$ cat src/rtl/mem_port_arbiter.sv
// -----------------------------------------------------------------------------
// mem_port_arbiter
//
// Shares one memory access unit between the instruction fetch port (F, read
// only) and the load/store port (D, read/write). A request is sampled only
// while idle; the winner's address, write data and operation are latched and
// a level enable is held towards the memory unit until it answers or the
// access times out. The owner then gets a one-cycle registered done pulse
// with err and read data.
//
// Ports
//   clk, reset_n                 clock (rising edge), async active-low reset
//   if_req / if_addr             F request and read address
//   if_done / if_err / if_rdata  F response (done is a 1-cycle pulse)
//   d_req / d_we / d_addr        D request, op (1=write) and address
//   d_wdata                      D write data
//   d_done / d_err / d_rdata     D response
//   memory_read_enable           level read enable to memory unit
//   memory_write_enable          level write enable to memory unit
//   memory_address               latched address
//   memory_write_data            latched write data
//   memory_read_data             read data from memory unit
//   memory_read_data_valid       read complete strobe
//   memory_write_done            write complete strobe
//   busy                         high while an access is in BUSY or RESP
//   grant_owner                  0=F, 1=D; owner of current/last access
// -----------------------------------------------------------------------------
module mem_port_arbiter #(
  parameter int ADDR_W        = 32,
  parameter int DATA_W        = 32,
  parameter int TIMEOUT       = 255,
  parameter int DATA_PRIORITY = 0
) (
  input  logic              clk,
  input  logic              reset_n,
  input  logic              if_req,
  input  logic [ADDR_W-1:0] if_addr,
  output logic              if_done,
  output logic              if_err,
  output logic [DATA_W-1:0] if_rdata,
  input  logic              d_req,
  input  logic              d_we,
  input  logic [ADDR_W-1:0] d_addr,
  input  logic [DATA_W-1:0] d_wdata,
  output logic              d_done,
  output logic              d_err,
  output logic [DATA_W-1:0] d_rdata,
  output logic              memory_read_enable,
  output logic              memory_write_enable,
  output logic [ADDR_W-1:0] memory_address,
  output logic [DATA_W-1:0] memory_write_data,
  input  logic [DATA_W-1:0] memory_read_data,
  input  logic              memory_read_data_valid,
  input  logic              memory_write_done,
  output logic              busy,
  output logic              grant_owner
);

  localparam int TW = $clog2(TIMEOUT + 1);
  localparam logic [TW-1:0] TIMER_LAST = TW'(TIMEOUT - 1);

  localparam logic [1:0] S_IDLE = 2'd0;
  localparam logic [1:0] S_BUSY = 2'd1;
  localparam logic [1:0] S_RESP = 2'd2;

  logic [1:0]    state_reg;
  logic [TW-1:0] timer_reg;
  logic          last_grant_reg;
  logic          op_we_reg;

  logic grant_valid;
  logic grant_d;
  logic completion;
  logic timed_out;
  logic finish_now;

  // Arbitration: a lone requester always wins; on a tie either D wins
  // outright or the port that did not win last time gets the turn.
  always_comb begin
    grant_valid = if_req | d_req;
    if (if_req && d_req) begin
      grant_d = (DATA_PRIORITY != 0) ? 1'b1 : ~last_grant_reg;
    end else begin
      grant_d = d_req;
    end
  end

  // Only the strobe matching the latched operation counts; the other kind is
  // ignored. Completion takes precedence over a simultaneous timeout.
  always_comb begin
    completion = op_we_reg ? memory_write_done : memory_read_data_valid;
    timed_out  = (timer_reg == TIMER_LAST);
    finish_now = (state_reg == S_BUSY) && (completion || timed_out);
  end

  always_ff @(posedge clk or negedge reset_n) begin
    if (!reset_n) begin
      state_reg           <= S_IDLE;
      timer_reg           <= '0;
      last_grant_reg      <= 1'b1;
      op_we_reg           <= 1'b0;
      grant_owner         <= 1'b0;
      busy                <= 1'b0;
      memory_read_enable  <= 1'b0;
      memory_write_enable <= 1'b0;
      memory_address      <= '0;
      memory_write_data   <= '0;
    end else begin
      case (state_reg)
        S_IDLE: begin
          if (grant_valid) begin
            grant_owner         <= grant_d;
            last_grant_reg      <= grant_d;
            // F is always a read; D's op comes from d_we at grant time.
            op_we_reg           <= grant_d & d_we;
            memory_address      <= grant_d ? d_addr : if_addr;
            memory_write_data   <= grant_d ? d_wdata : '0;
            memory_read_enable  <= ~(grant_d & d_we);
            memory_write_enable <= grant_d & d_we;
            timer_reg           <= '0;
            busy                <= 1'b1;
            state_reg           <= S_BUSY;
          end
        end
        S_BUSY: begin
          if (finish_now) begin
            memory_read_enable  <= 1'b0;
            memory_write_enable <= 1'b0;
            timer_reg           <= '0;
            state_reg           <= S_RESP;
          end else begin
            timer_reg <= timer_reg + TW'(1);
          end
        end
        S_RESP: begin
          busy      <= 1'b0;
          state_reg <= S_IDLE;
        end
        default: begin
          state_reg <= S_IDLE;
        end
      endcase
    end
  end

  // Per-port response registers: index 0 is F, index 1 is D. Only the owner
  // loads on the finishing BUSY cycle; every other cycle clears them, which
  // makes done a single-cycle pulse and keeps the non-owner at zero.
  genvar gi;
  generate
    for (gi = 0; gi < 2; gi++) begin : g_resp
      localparam logic PORT_ID = (gi == 1);
      logic              done_reg;
      logic              err_reg;
      logic [DATA_W-1:0] rdata_reg;

      always_ff @(posedge clk or negedge reset_n) begin
        if (!reset_n) begin
          done_reg  <= 1'b0;
          err_reg   <= 1'b0;
          rdata_reg <= '0;
        end else if (finish_now && (grant_owner == PORT_ID)) begin
          done_reg  <= 1'b1;
          err_reg   <= ~completion;
          rdata_reg <= (completion && !op_we_reg) ? memory_read_data : '0;
        end else begin
          done_reg  <= 1'b0;
          err_reg   <= 1'b0;
          rdata_reg <= '0;
        end
      end
    end
  endgenerate

  assign if_done  = g_resp[0].done_reg;
  assign if_err   = g_resp[0].err_reg;
  assign if_rdata = g_resp[0].rdata_reg;
  assign d_done   = g_resp[1].done_reg;
  assign d_err    = g_resp[1].err_reg;
  assign d_rdata  = g_resp[1].rdata_reg;

endmodule
$ cat config.mk
export PLATFORM = sky130hd
export DESIGN_NAME = mem_port_arbiter
export DESIGN_NICKNAME = d
export VERILOG_FILES = /design/src/rtl/mem_port_arbiter.sv
export SDC_FILE = /design/constraint.sdc
export NUM_CORES = 1
export LEC_CHECK = 0
export ABC_AREA = 1
export CORE_ASPECT_RATIO = 0.5
export CORE_UTILIZATION = 41
export DETAILED_ROUTE_END_ITERATION = 8
export HOLD_SLACK_MARGIN = 0.08
export PLACE_DENSITY = 0.8
export SYNTH_ARGS = -nofsm -noshare
export SYNTH_HDL_FRONTEND = slang
export SYNTH_SLANG_ARGS = --single-unit
$ cat constraint.sdc
create_clock -name clk -period 1.6 [get_ports clk]
set_input_delay 0.24 -clock clk [delete_from_list [all_inputs] [get_ports clk]]
set_output_delay 0.24 -clock clk [all_outputs]
set_load 0.005 [all_outputs]
======== Yosys cells after proc, flatten, opt, wreduce, memory -nomap -nowiden ========
Cells that the tools add are included.
word-level totals
  bits in registers ....................... 148
  input bits .............................. 135
  output and inout bits ................... 136
  logic and storage cells ................. 67
operators by class
  $add $sub $neg .......................... 1
  equal/unequal tests ..................... 5
  muxes and demuxes ....................... 24
  bitwise logic cells ..................... 6
  reductions and logical operators ........ 15
operators by type and width
  operator                                        count
  2-to-1 mux 32 bit                               5
  2-to-1 mux 8 bit                                2
  case mux 8 bit (2 select lines)                 1
  2-to-1 mux 1 bit                                10
  adder 8 x 1 -> 8 bit (second input constant)    1
  == test 8 bit (second input constant)           1
  AND reduction 2 bit                             4
  case mux 1 bit (2 select lines)                 3
  logical AND 1 bit                               5
  2-to-1 mux 2 bit                                2
  != test 2 bit (second input constant)           2
  NOT 1 bit                                       4
  case mux 2 bit (2 select lines)                 1
  nonzero test 2 bit                              2
  AND reduction 3 bit                             1
  == test 2 x 1 -> 1 bit (second input constant)  1
  == test 2 bit (second input constant)           1
  logical NOT 2 bit                               1
  bitwise AND 1 bit                               1
  logical NOT 1 bit                               1
  logical OR 1 bit                                1
  bitwise OR 1 bit                                1

======== Longest topological paths before layout ========
Gate-level depths: netlist of run 1.
  depth in word-level cells ............... 6
  mapped depth ............................ 11

======== Worst setup path before layout of run 1 ========
OpenSTA, ideal clock, no wires.
  path type ............................... register to register
  start ................................... register timer_reg[0]
  end ..................................... register g_resp[1].rdata_reg[10], in the netlist d_rdata[10]
  setup time .............................. 0.072 ns
  arrival ................................. 1.322 ns
  required time ........................... 1.528 ns
  path slack .............................. 0.207 ns
  stages on the path, launching flop included .. 12
  buffers on the path ..................... 1
  period minus slack after synthesis ...... 1.393 ns
  path through ............................ dfrtp_1 inv_1 ha_1 nand2_1 nor2_1 nand2_2 nand2_2 nand2_4 inv_6 nand2_4 buf_6 nor2_1
on the way
  longest elaborated chain between the ends .. 5
ends and longest elaborated chain
  item                      RTL line  RTL
  start: declaration        67        logic [TW-1:0] timer_reg;
  start signal: assignment  132       timer_reg <= timer_reg + TW'(1);
  == test 8 bit             92        timed_out = (timer_reg == TIMER_LAST);
  logical OR 1 bit          93        finish_now = (state_reg == S_BUSY) && (completion || timed_out);
  logical AND 1 bit         93
  logical AND 1 bit         162       end else if (finish_now && (grant_owner == PORT_ID)) begin
  2-to-1 mux 32 bit         162
  end signal: assignment    165       rdata_reg <= (completion && !op_we_reg) ? memory_read_data : '0;
  end: declaration          155       logic [DATA_W-1:0] rdata_reg;
No other way between the ends.
A chain may end at the register's enable or synchronous reset.

======== Worst setup path in the final report of run 1 ========
  start ................................... register memory_write_data[28]
  end ..................................... output port memory_write_data[28]
RTL lines
  item                      RTL line  RTL
  start: declaration        51        output logic [DATA_W-1:0] memory_write_data,
  start signal: assignment  117       memory_write_data <= grant_d ? d_wdata : '0;
No word-level cell between the ends.

==> results of run 1 <==
cell usage in the layout (no fill, tap or decap), types with 2 or more instances in the layout:
cell type                         count
sky130_fd_sc_hd__buf_4               23
sky130_fd_sc_hd__nand3b_1             2
sky130_fd_sc_hd__dfrtp_1            147
sky130_fd_sc_hd__nor2_4               2
sky130_fd_sc_hd__clkinvlp_4           2
sky130_fd_sc_hd__o21ai_0             58
sky130_fd_sc_hd__nand2_2              3
sky130_fd_sc_hd__ha_1                 2
sky130_fd_sc_hd__buf_12               8
sky130_fd_sc_hd__o21ai_1             12
sky130_fd_sc_hd__clkinv_2             2
sky130_fd_sc_hd__nand2_4              3
sky130_fd_sc_hd__inv_6                6
sky130_fd_sc_hd__nand4_1              3
sky130_fd_sc_hd__clkinv_4             4
sky130_fd_sc_hd__nor2_2               2
sky130_fd_sc_hd__inv_8                2
sky130_fd_sc_hd__clkdlybuf4s50_1    269
sky130_fd_sc_hd__nand2_1            174
sky130_fd_sc_hd__nand3_1             41
sky130_fd_sc_hd__nor2_1             103
sky130_fd_sc_hd__inv_1               16
sky130_fd_sc_hd__clkbuf_16           17
logic make-up (layout without fill, tap and decap cells):
group | Yosys count | count (layout) | synth area share [%]
flops | 148 | 148 | 64.8
simple gates | 333 | 333 | 23.8
buf+inv | 51 | 352 | 4.42
compound gates | 72 | 72 | 6.37
xor+xnor | 1 | 1 | 0.153
fa+ha+maj | 2 | 2 | 0.438
worst reg2reg max path: cells and delay by family, from the launching register on:
kind,cells,cell delay (ns)
fa+ha+maj,1,0.16
buf+inv,3,0.28
flops,1,0.38
simple gates,7,0.63
worst max path at each step:
stage | startpoint | end | depth (start not counted)
after floorplan | timer_reg[0] | d_rdata[10] | 11
final | memory_write_data[28] | memory_write_data[28] | 1
after CTS | memory_address[0] | memory_address[0] | 1
after global routing | memory_address[4] | memory_address[4] | 1
after detailed placement | d_req | memory_address[1] | 6
after global placement | d_req | memory_address[19] | 6
area by class of cell:
type	instances	area share, %
Clock buffer	18	4.57
Clock inverter	14	1.29
Timing Repair Buffer	302	32.5
Sequential cell	148	39.5
Multi-Input combinational cell	408	18.9
Tap cell	192	2.56
Inverter	18	0.786
stage by stage:
stage / setup TNS (ns) / util, % / area, µm²
2_1_floorplan: 0 / - / 5720
3_3_place_gp: -3.37 / 64.9 / 8820
3_5_place_dp: -5.53 / 64.9 / 8820
4_1_cts: 0 / 69.1 / 9380
5_1_grt: 0 / 69.1 / 9390
6_report: 0 / 69.1 / 9390
what timing repair did:
item	CTS	global route
pin swaps	0	0
cloned	0	0
setup buffers	1	0
hold endpoints to repair	40	0
gates resized for setup	0	2
hold buffers	1	0
endpoints found under the setup margin	1	26
per-layer routing:
metal | track usage (%) | vias up | part of all wire, %
li1 | - | 2499 | -
met1 | 28.6 | 2571 | 41
met4 | 9.01 | 0 | 2.3
met5 | 0 | - | 0
met3 | 4.75 | 28 | 4.7
met2 | 41.6 | 169 | 52
power by group through the flow:
stage	Combinational (mW)	Sequential (mW)	Clock (mW)
2_1_floorplan	2.14	5.49	0
3_3_place_gp	5.52	5.40	0
3_5_place_dp	5.65	5.44	0
4_1_cts	5.72	5.39	3.80
5_1_grt	6.17	5.52	3.99
6_report	5.68	5.39	3.71
==> run summary, run 1 <==
* **sequential-to-total area share from yosys stat** 64.8%
* **CP Buf/Inv Count** 1
* **Post-Route Hold Slack** 0.326 ns
* **area used by multi-input combinational logic** 1770 µm²
* **global-route wire length before repair** 26,400 µm
* **NumNets Final** 1,032
* **synthesized area per cell** 9.42 µm²
* **Post-Route WL** 16,500 µm
* **part of the total power dissipated in sequential elements** 36.5%
* **number of hold violations in the final report** 0
* **share of flip-flops with an asynchronous set or reset** 100%
* **combined area of all synthesized cells** 5720 µm²
* **type of the most critical hold path** in -> async
* **Max Freq** 645 MHz
* **count of vias placed by the detailed router** 5,267
* **worst reg2reg path endpoint** if_err
* **Layout Area Growth over Synthesis** 64.2%
* **Clock Power Share** 25.1%
* **number of instances in the placed design** 1,066
* **part of the cycle the worst path needs** 96.9%
* **start-to-end type of the worst setup path** reg -> out
* **number of I/O port buffers** 270
* **core footprint** 13,600 µm²
* **data arrival at the endpoint of the critical path** 1.31 ns
* **outcome** complete, no violations
* **power dissipated by switching net loads** 4.95 mW
* **minimum setup slack among reg-to-reg paths** 0.08 ns
* **average wire per standard cell** 15.0 µm
* **actual transition at the worst max-transition pin** 0.443 ns
* **Max Slew Vio Count** 0
* **number of buffers between clock root and the deepest sink** 2
* **leading register cell type out of synthesis** sky130_fd_sc_hd__dfrtp_1
* **top cell types by occurrence after synthesis** sky130_fd_sc_hd__nand2_1 (174), sky130_fd_sc_hd__dfrtp_1 (147), sky130_fd_sc_hd__nor2_1 (105), sky130_fd_sc_hd__o21ai_0 (58), sky130_fd_sc_hd__nand3_1 (41)
* **clock insertion delay at the later pin of the skew report** 0.41 ns
* **die height** 85.5 µm
* **number of top-level design ports** 271
* **Storage cell area** 3700 µm²
* **Post-Place Worst Slack** -0.176 ns
* **antenna diode count** 0
* **total CTS buffers** 17
* **gate count of the mapped netlist** 607
* **CP cell instances** clkdlybuf4s50_1
* **Initial DRT Pass Iterations** 5
* **count of cells along the worst register-to-register path** 11
* **final setup violation count** 0
* **number of fill cells** 1,018
* **leakage** 4.35 nW
* **sum of overflow across all layers after global routing** 0
* **area enclosed by the die boundary** 14,400 µm²
* **ratio of cells with drive above 1 in the final layout** 8.48%
* **Gate power share** 38.4%
* **cell taking the most area after synthesis** sky130_fd_sc_hd__dfrtp_1
* **post-layout worst setup margin** 0.0500 ns
* **via count of the first global-routing pass** 5,231
* **clock tree from TritonCTS** done
* **H-tree levels** 4
* **launch point of the worst reg-to-reg path** timer_reg[0]
* **Final Power** 14.8 mW
* **Min Clock Period, post-route** 1.55 ns
* **critical path fanouts, max** 2
* **kind of cell adding the most delay to the critical path** buffers and inverters
* **Maximum Capacitance Violations** 0
* **number of sinks on the clock net** 148
* **count of unique library cells instantiated by Yosys** 23
* **Antenna Nets Post-Route** 0
* **startpoint types** register
* **CP required** 1.36 ns
* **#FFs+latches synth** 148
* **initial antenna violation count** 0
* **final instance count without filler cells** 1,100
* **Rows** 30
* **maximum number of pins on one net before global-route repair** 45
* **GP Congestion** 0.812
* **initial standard-cell utilization of the core** 42.1%
* **net count after synthesis** 744
* **delay of the slowest cell on the worst path** 0.52 ns
* **worst-path cell with the longest stage delay** sky130_fd_sc_hd__clkdlybuf4s50_1
* **top cells by area, synth** sky130_fd_sc_hd__dfrtp_1 (64%), sky130_fd_sc_hd__nand2_1 (11%), sky130_fd_sc_hd__nor2_1 (6.9%)
* **Pwr Density** 1570 nW/µm²
* **proportion of netlist area held by the largest area contributor** 64.3%
* **Die X-Extent** 169 µm
* **RSZ-0062 raised after global routing** no
* **clock skew** 0.0109 ns
* **largest voltage drop on the vdd net** 0.960 mV
* **post-detail-place hpwl** 11,800 µm
* **number of flops mapped to enable cells by yosys** 0
* **global-route total usage across every layer** 23.5%
* **starting DRC count in detailed routing** 346
* **Synth Warn #** 0
* **DRC violation count after routing** 0
* **register clock-pin slew on the reported worst setup and hold paths** 0.06 ns
* **Critical Path End Type** output pin
* **fraction of power spent switching nets** 33.5%
* **top-count cell post-synth** sky130_fd_sc_hd__nand2_1
* **cell at the root of the clock tree** sky130_fd_sc_hd__clkbuf_16
* **Internal Dissipation** 9.83 mW
* **via/cell ratio** 4.79
* **Worst slew margin** 70.5%
(Power assumes the default switching activity.)
==> inputs of run 2 (changes only) <==
Settings changed: GPL_TIMING_DRIVEN from default to 0.
==> run 2 against run 1 <==
The run now ends with setup timing left; clock skew rose by 0.0040 ns; hold slack gained 0.056 ns; power grew 3.6%; global-route usage rose by 0.30 points; utilization grew 2.2 points; combinational power up 4.6%; sequential power hardly changed; routed wire length increased by 4.6%; final area increased by 3.2%; maximum frequency fell by 3.5%; clock power rose by 7.0%; critical endpoint is now d_rdata[10]; largest power group unchanged.
==> run summary, run 2 (synthesized netlist as in run 1, its figures left out) <==
* **outcome** finished with violations
* **violated checks** setup timing
* **fraction of power spent switching nets** 34.0%, +0.45 points
* **Post-Route WL** 17,200 µm, +4.6%
* **part of the cycle the worst path needs** 100%, +3.5 points
* **met1 track utilization from global routing** 29.2%, +0.59 points
* **Layout Area Growth over Synthesis** 69.4%
* **post-detail-place hpwl** 12,000 µm, +1.6%
* **actual transition at the worst max-transition pin** 0.518 ns, +0.0745 ns
* **CP required** 1.95 ns, +0.59 ns
* **largest voltage drop on the vdd net** 0.998 mV, +4.0%
* **part of the total power dissipated in sequential elements** 35.2%, -1.3 points
* **Antenna Nets Post-Route** 0, unchanged
* **post-layout worst setup margin** -0.00562 ns, -0.0556 ns
* **via count of the first global-routing pass** 5,163, -1.3%
* **Rows** 30, unchanged
* **data arrival at the endpoint of the critical path** 1.95 ns, +0.64 ns
* **antenna diode count** 0, unchanged
* **RSZ-0062 raised after global routing** yes
* **startpoint types** register
* **clock tree from TritonCTS** done
* **number of sinks on the clock net** 148, unchanged
* **maximum number of pins on one net before global-route repair** 93, +110%
* **area of all placed cells without fillers** 9690 µm², +3.2%
* **number of buffers between clock root and the deepest sink** 2, unchanged
* **core footprint** 13,600 µm², unchanged
* **number of top-level design ports** 271, unchanged
* **Max Freq** 623 MHz, -3.5%
* **cell at the root of the clock tree** sky130_fd_sc_hd__clkbuf_16
* **start-to-end type of the worst setup path** reg -> reg
* **area enclosed by the die boundary** 14,400 µm², unchanged
* **Worst slew margin** 65.5%, -5.0 points
* **number of I/O port buffers** 270, unchanged
* **power dissipated by switching net loads** 5.20 mW, +5.0%
* **Min Clock Period, post-route** 1.61 ns, +0.0556 ns
* **via/cell ratio** 4.83, +0.86%
* **global-route wire length before repair** 26,500 µm, +0.55%
* **Gate power share** 38.8%, +0.4 points
* **Die X-Extent** 169 µm, unchanged
* **critical path fanouts, max** 8, +6
* **leakage** 4.41 nW, +1.3%
* **number of hold violations in the final report** 0, unchanged
* **starting DRC count in detailed routing** 307, -11%
* **count of vias placed by the detailed router** 5,370, +2.0%
* **top library cells by usage in the layout, fill and taps aside** sky130_fd_sc_hd__clkdlybuf4s50_1 (268), sky130_fd_sc_hd__nand2_1 (172), sky130_fd_sc_hd__dfrtp_1 (147)
* **total CTS buffers** 17, unchanged
* **Critical Path End Type** register
* **Initial DRT Pass Iterations** 7, +2
* **global-route total usage across every layer** 23.8%, +0.30 points
* **NumNets Final** 1,044, +1.2%
* **die height** 85.5 µm, unchanged
* **met3 usage** 5.31%, +0.55 points
* **Pwr Density** 1580 nW/µm², +0.41%
* **Internal Dissipation** 10.1 mW, +2.9%
* **Final Power** 15.3 mW, +3.6%
* **Clock Power Share** 25.9%, +0.8 points
* **Max Slew Vio Count** 0, unchanged
* **H-tree levels** 4, unchanged
* **busiest metal layer after global routing** met2
* **register clock-pin slew on the reported worst setup and hold paths** 0.07 ns, about the same
* **met2 usage** 41.9%, +0.30 points
* **average wire per standard cell** 15.5 µm, +3.5%
* **type of the most critical hold path** in -> reg
* **Maximum Capacitance Violations** 0, unchanged
* **placed instance area** 8690 µm², -1.4%
* **most common cell after layout, fill and taps aside** sky130_fd_sc_hd__clkdlybuf4s50_1
* **clock insertion delay at the later pin of the skew report** 0.42 ns, about the same
* **GP Congestion** 0.805, -0.84%
* **initial standard-cell utilization of the core** 42.1%, unchanged
* **final setup violation count** 3, +3
* **DRC violation count after routing** 0, unchanged
* **clock skew** 0.0149 ns, +0.00400 ns
* **ratio of cells with drive above 1 in the final layout** 13.2%, +4.7 points
* **sum of overflow across all layers after global routing** 0, unchanged
* **initial antenna violation count** 0, unchanged
## run 2: cell types whose count changed in the layout (fill, tap and decap cells not counted), sizes merged
cell | previous run | this run
clkbuf | 18 | 38
buf | 32 | 25
bufinv | 0 | 1
clkdlybuf4s50 | 269 | 268
clkinv | 6 | 5
clkinvlp | 2 | 1
dlymetal6s2s | 0 | 1
## run 2: final timing paths
| path | from | end | slack [ns] | cells after the start |
|---|---|---|---|---|
| max | timer_reg[0] | d_rdata[10] | -0.006 | 11 |
| max reg2reg | timer_reg[0] | d_rdata[10] | -0.006 | 11 |
| min | d_wdata[3] | memory_write_data[3] | 0.38 | 3 |
| min in group asynchronous | reset_n | memory_address[25] | 0.39 | 2 |
| min reg2reg | memory_write_data[31] | memory_write_data[31] | 0.48 | 2 |
| max in group asynchronous | reset_n | memory_write_data[24] | 0.36 | 3 |
## run 2: layout make-up
cell class                      instances  area (µm²)
Sequential cell                       148        3700
Fill cell                            1019        3900
Tap cell                              192         240
Clock buffer                           19         453
Multi-Input combinational cell        408        2000
Clock inverter                         13         139
Inverter                               18        72.6
Timing Repair Buffer                  281        2860
Buffer                                 33         214
## run 2: timing repair
| action | CTS | global route |
|---|---|---|
| pin swaps | 1 | 3 |
| endpoints found under the hold margin | 56 | 0 |
| gates resized for setup | 8 | 81 |
| buffers inserted | 2 | 4 |
| gates cloned | 0 | 3 |
| endpoints found under the setup margin | 97 | 70 |
| hold buffers | 1 | 0 |
## run 2: power by group through the flow
stage          logic (mW)  clock network, mW  registers, mW
6_report             5.94               3.97           5.39
2_1_floorplan        2.14                  0           5.49
3_5_place_dp         5.45                  0           5.43
4_1_cts              5.58               4.02           5.37
5_1_grt              6.49               4.21           5.51
3_3_place_gp         5.33                  0           5.40
## run 2: per-stage QoR
step           hold WS (ns)  util, %  setup slack [ns]  TNS [ns]  std cells
2_1_floorplan       -0.0556        -             0.207         0        607
3_3_place_gp          0.456     63.7             -5.51   -856.13       1069
3_5_place_dp          0.229     63.9            -0.419    -44.19       1070
4_1_cts               0.362     68.7            0.0103         0       1105
5_1_grt               0.383     71.3           -0.0643     -1.55       1112
6_report              0.382     71.3          -0.00562   -0.0114       1112
## run 2: routing by layer
metal,up-vias,share of wire [%]
met5,-,0
met1,2608,41
li1,2527,-
met3,30,4.9
met4,0,2.5
met2,205,51
## run 2: worst max-delay path, cell delays in order (launching register included)
cell,delay [ns]
sky130_fd_sc_hd__dfrtp_1,0.43
sky130_fd_sc_hd__inv_2,0.11
sky130_fd_sc_hd__ha_4,0.14
sky130_fd_sc_hd__nand2_4,0.05
sky130_fd_sc_hd__nor2_4,0.13
sky130_fd_sc_hd__nand2_2,0.06
sky130_fd_sc_hd__nand2_2,0.07
sky130_fd_sc_hd__nand2_4,0.08
sky130_fd_sc_hd__inv_6,0.10
sky130_fd_sc_hd__nand2_8,0.11
sky130_fd_sc_hd__clkbuf_16,0.19
sky130_fd_sc_hd__nor2_4,0.08
==> inputs of run 3 (changes only) <==
Settings changed: CTS_CLUSTER_DIAMETER from default to 120, SLEW_MARGIN from default to 40.
==> run 3 against run 2 <==
The run still ends with setup timing left; combinational power increased by 2%; setup slack lost 0.056 ns; utilization down 0.24 points; final cell count up 0.27%; first-iteration DRC count is 1.6% lower; largest power group unchanged; highest routed layer unchanged.
==> run summary, run 3 (synthesized netlist as in run 1, its figures left out) <==
* **outcome** finished with violations
* **violated checks** setup timing
* **Critical Path End Type** register
* **ratio of cells with drive above 1 in the final layout** 13.1%, -0.043 points
* **Max Freq** 602 MHz, -3.4%
* **CP cell instances** ha_2, nand2_2, nor2_4, nand2_2, nand2_2, nand2_4, inv_8, nand2_8, buf_6, nor2_1
* **via count of the first global-routing pass** 5,276, +2.2%
* **antenna diode count** 0, unchanged
* **actual transition at the worst max-transition pin** 0.521 ns, +0.00287 ns
* **kind of cell adding the most delay to the critical path** simple AND/OR/NAND/NOR gates
* **Min Clock Period, post-route** 1.66 ns, +0.0564 ns
* **launch point of the worst reg-to-reg path** timer_reg[1]
* **Post-Route Hold Slack** 0.307 ns, -0.0750 ns
* **post-layout worst setup margin** -0.0621 ns, -0.0564 ns
* **start-to-end type of the worst setup path** reg -> reg
* **largest voltage drop on the vdd net** 0.836 mV, -16%
* **Rows** 30, unchanged
* **total CTS buffers** 17, unchanged
* **final setup violation count** 12, +9
* **initial standard-cell utilization of the core** 42.1%, unchanged
* **Antenna Nets Post-Route** 0, unchanged
* **power dissipated by switching net loads** 5.22 mW, +0.47%
* **top library cells by usage in the layout, fill and taps aside** sky130_fd_sc_hd__clkdlybuf4s50_1 (268), sky130_fd_sc_hd__nand2_1 (172), sky130_fd_sc_hd__dfrtp_1 (147)
* **via/cell ratio** 4.78, -0.96%
* **global-route total usage across every layer** 23.7%, -0.093 points
* **Post-Route WL** 17,300 µm, +0.28%
* **minimum setup slack among reg-to-reg paths** -0.06 ns, -0.06 ns
* **CP Buf/Inv Count** 2, -1
* **most common cell after layout, fill and taps aside** sky130_fd_sc_hd__clkdlybuf4s50_1
* **count of vias placed by the detailed router** 5,333, -0.69%
* **number of hold violations in the final report** 0, unchanged
* **type of the most critical hold path** in -> async
* **number of top-level design ports** 271, unchanged
* **RSZ-0062 raised after global routing** yes
* **clock insertion delay at the later pin of the skew report** 0.42 ns, about the same
* **sum of overflow across all layers after global routing** 0, unchanged
* **worst reg2reg path endpoint** d_rdata[9]
* **fraction of power spent switching nets** 34.5%, +0.57 points
* **Clock Power Share** 24.5%, -1.4 points
* **Maximum Capacitance Violations** 0, unchanged
* **number of I/O port buffers** 270, unchanged
* **initial antenna violation count** 0, unchanged
* **final instance count without filler cells** 1,115, +0.27%
* **delay of the slowest cell on the worst path** 0.42 ns, about the same
* **area enclosed by the die boundary** 14,400 µm², unchanged
* **average wire per standard cell** 15.5 µm, about the same
* **number of buffers between clock root and the deepest sink** 2, unchanged
* **Pwr Density** 1570 nW/µm², -0.84%
* **DRC violation count after routing** 0, unchanged
* **number of instances in the placed design** 1,071, +0.093%
* **maximum number of pins on one net before global-route repair** 59, -37%
* **part of the total power dissipated in sequential elements** 35.6%, +0.4 points
* **register clock-pin slew on the reported worst setup and hold paths** 0.06 ns, about the same
* **cell at the root of the clock tree** sky130_fd_sc_hd__clkbuf_16
* **worst-path cell with the longest stage delay** sky130_fd_sc_hd__dfrtp_1
* **Max Slew Vio Count** 0, unchanged
* **clock tree from TritonCTS** done
* **Initial DRT Pass Iterations** 4, -3
* **Gate power share** 39.9%, +1.1 points
* **die height** 85.5 µm, unchanged
* **data arrival at the endpoint of the critical path** 1.98 ns, +0.03 ns
* **count of cells along the worst register-to-register path** 10, -1
* **Crit path top cell by count** sky130_fd_sc_hd__nand2_2
* **Die X-Extent** 169 µm, unchanged
* **part of the cycle the worst path needs** 104%, +3.5 points
* **NumNets Final** 1,047, +0.29%
* **starting DRC count in detailed routing** 302, -1.6%
* **CP required** 1.92 ns, -0.03 ns
* **final standard cell utilization of the core** 71.0%, -0.24 points
* **global-route wire length before repair** 26,500 µm, -0.13%
* **clock skew** 0.0111 ns, -0.00376 ns
* **number of sinks on the clock net** 148, unchanged
* **Internal Dissipation** 9.91 mW, -2.0%
* **Layout Area Growth over Synthesis** 68.9%
* **critical path fanouts, max** 10, +2
* **leakage** 4.38 nW, -0.62%
* **GP Congestion** 0.805, unchanged
* **H-tree levels** 4, unchanged
* **post-detail-place hpwl** 12,100 µm, +0.96%
* **core footprint** 13,600 µm², unchanged
* **Worst slew margin** 65.3%, -0.19 points
* **startpoint types** register
## run 3: how the worst max path moves through the flow
stage,from,to,slack (ns),cells after the start
after floorplan,timer_reg[0],d_rdata[10],0.21,11
after global placement,reset_n,memory_address[3],-5.51,1
after detailed placement,memory_read_data_valid,d_rdata[10],-0.41,10
after CTS,last_grant_reg,memory_address[27],0.00001,7
after global routing,timer_reg[1],d_rdata[9],-0.12,10
final,timer_reg[1],d_rdata[9],-0.06,10
## run 3: timing repair
action                                  CTS  global route
setup buffers                             3             5
gates resized for setup                   7            76
endpoints found under the hold margin   147             0
pin swaps                                 1             4
gates cloned                              0             3
hold buffers                              1             0
endpoints found under the setup margin  107            69
## run 3: power by group through the flow
| stage | clock (mW) | sequential (mW) | combinational [mW] |
|---|---|---|---|
| final | 3.71 | 5.38 | 6.04 |
| after global routing | 3.94 | 5.49 | 6.60 |
| after CTS | 3.78 | 5.36 | 5.60 |
| after detailed placement | 0 | 5.43 | 5.46 |
| after global placement | 0 | 5.40 | 5.33 |
| after floorplan | 0 | 5.49 | 2.14 |
## run 3: metal layers
layer | part of all wire (%) | global-route usage (%) | routed length [µm] | vias to the layer above
li1 | - | - | - | 2534
met1 | 41 | 29.0 | 7150 | 2584
met2 | 51 | 41.1 | 8890 | 174
met3 | 4.5 | 5.03 | 778 | 41
met4 | 2.8 | 10.5 | 484 | 0
met5 | 0 | 0 | 0 | -
## run 3: stage by stage
step           total power, mW  TNS (ns)  worst slack [ns]  cell area [µm²]
3_5_place_dp              10.9    -43.39            -0.406             8720
4_1_cts                   14.7         0         0.0000124             9330
5_1_grt                   16.0     -3.61            -0.123             9650
2_1_floorplan             7.64         0             0.207             5720
3_3_place_gp              10.7   -856.13             -5.51             8660
6_report                  15.1    -0.123           -0.0621             9650
## run 3: worst register-to-register path: stages, from the launching register on
cell                      delay, ns
sky130_fd_sc_hd__dfrtp_1       0.42
sky130_fd_sc_hd__ha_2          0.20
sky130_fd_sc_hd__nand2_2       0.07
sky130_fd_sc_hd__nor2_4        0.15
sky130_fd_sc_hd__nand2_2       0.06
sky130_fd_sc_hd__nand2_2       0.08
sky130_fd_sc_hd__nand2_4       0.09
sky130_fd_sc_hd__inv_8         0.11
sky130_fd_sc_hd__nand2_8       0.07
sky130_fd_sc_hd__buf_6         0.15
sky130_fd_sc_hd__nor2_1        0.17
## run 3: final cells by class
type | instances | area, µm²
Fill cell | 1034 | 3930
Sequential cell | 148 | 3700
Timing Repair Buffer | 284 | 2910
Multi-Input combinational cell | 408 | 1970
Clock buffer | 18 | 429
Tap cell | 192 | 240
Buffer | 33 | 204
Clock inverter | 14 | 120
Inverter | 18 | 75.1
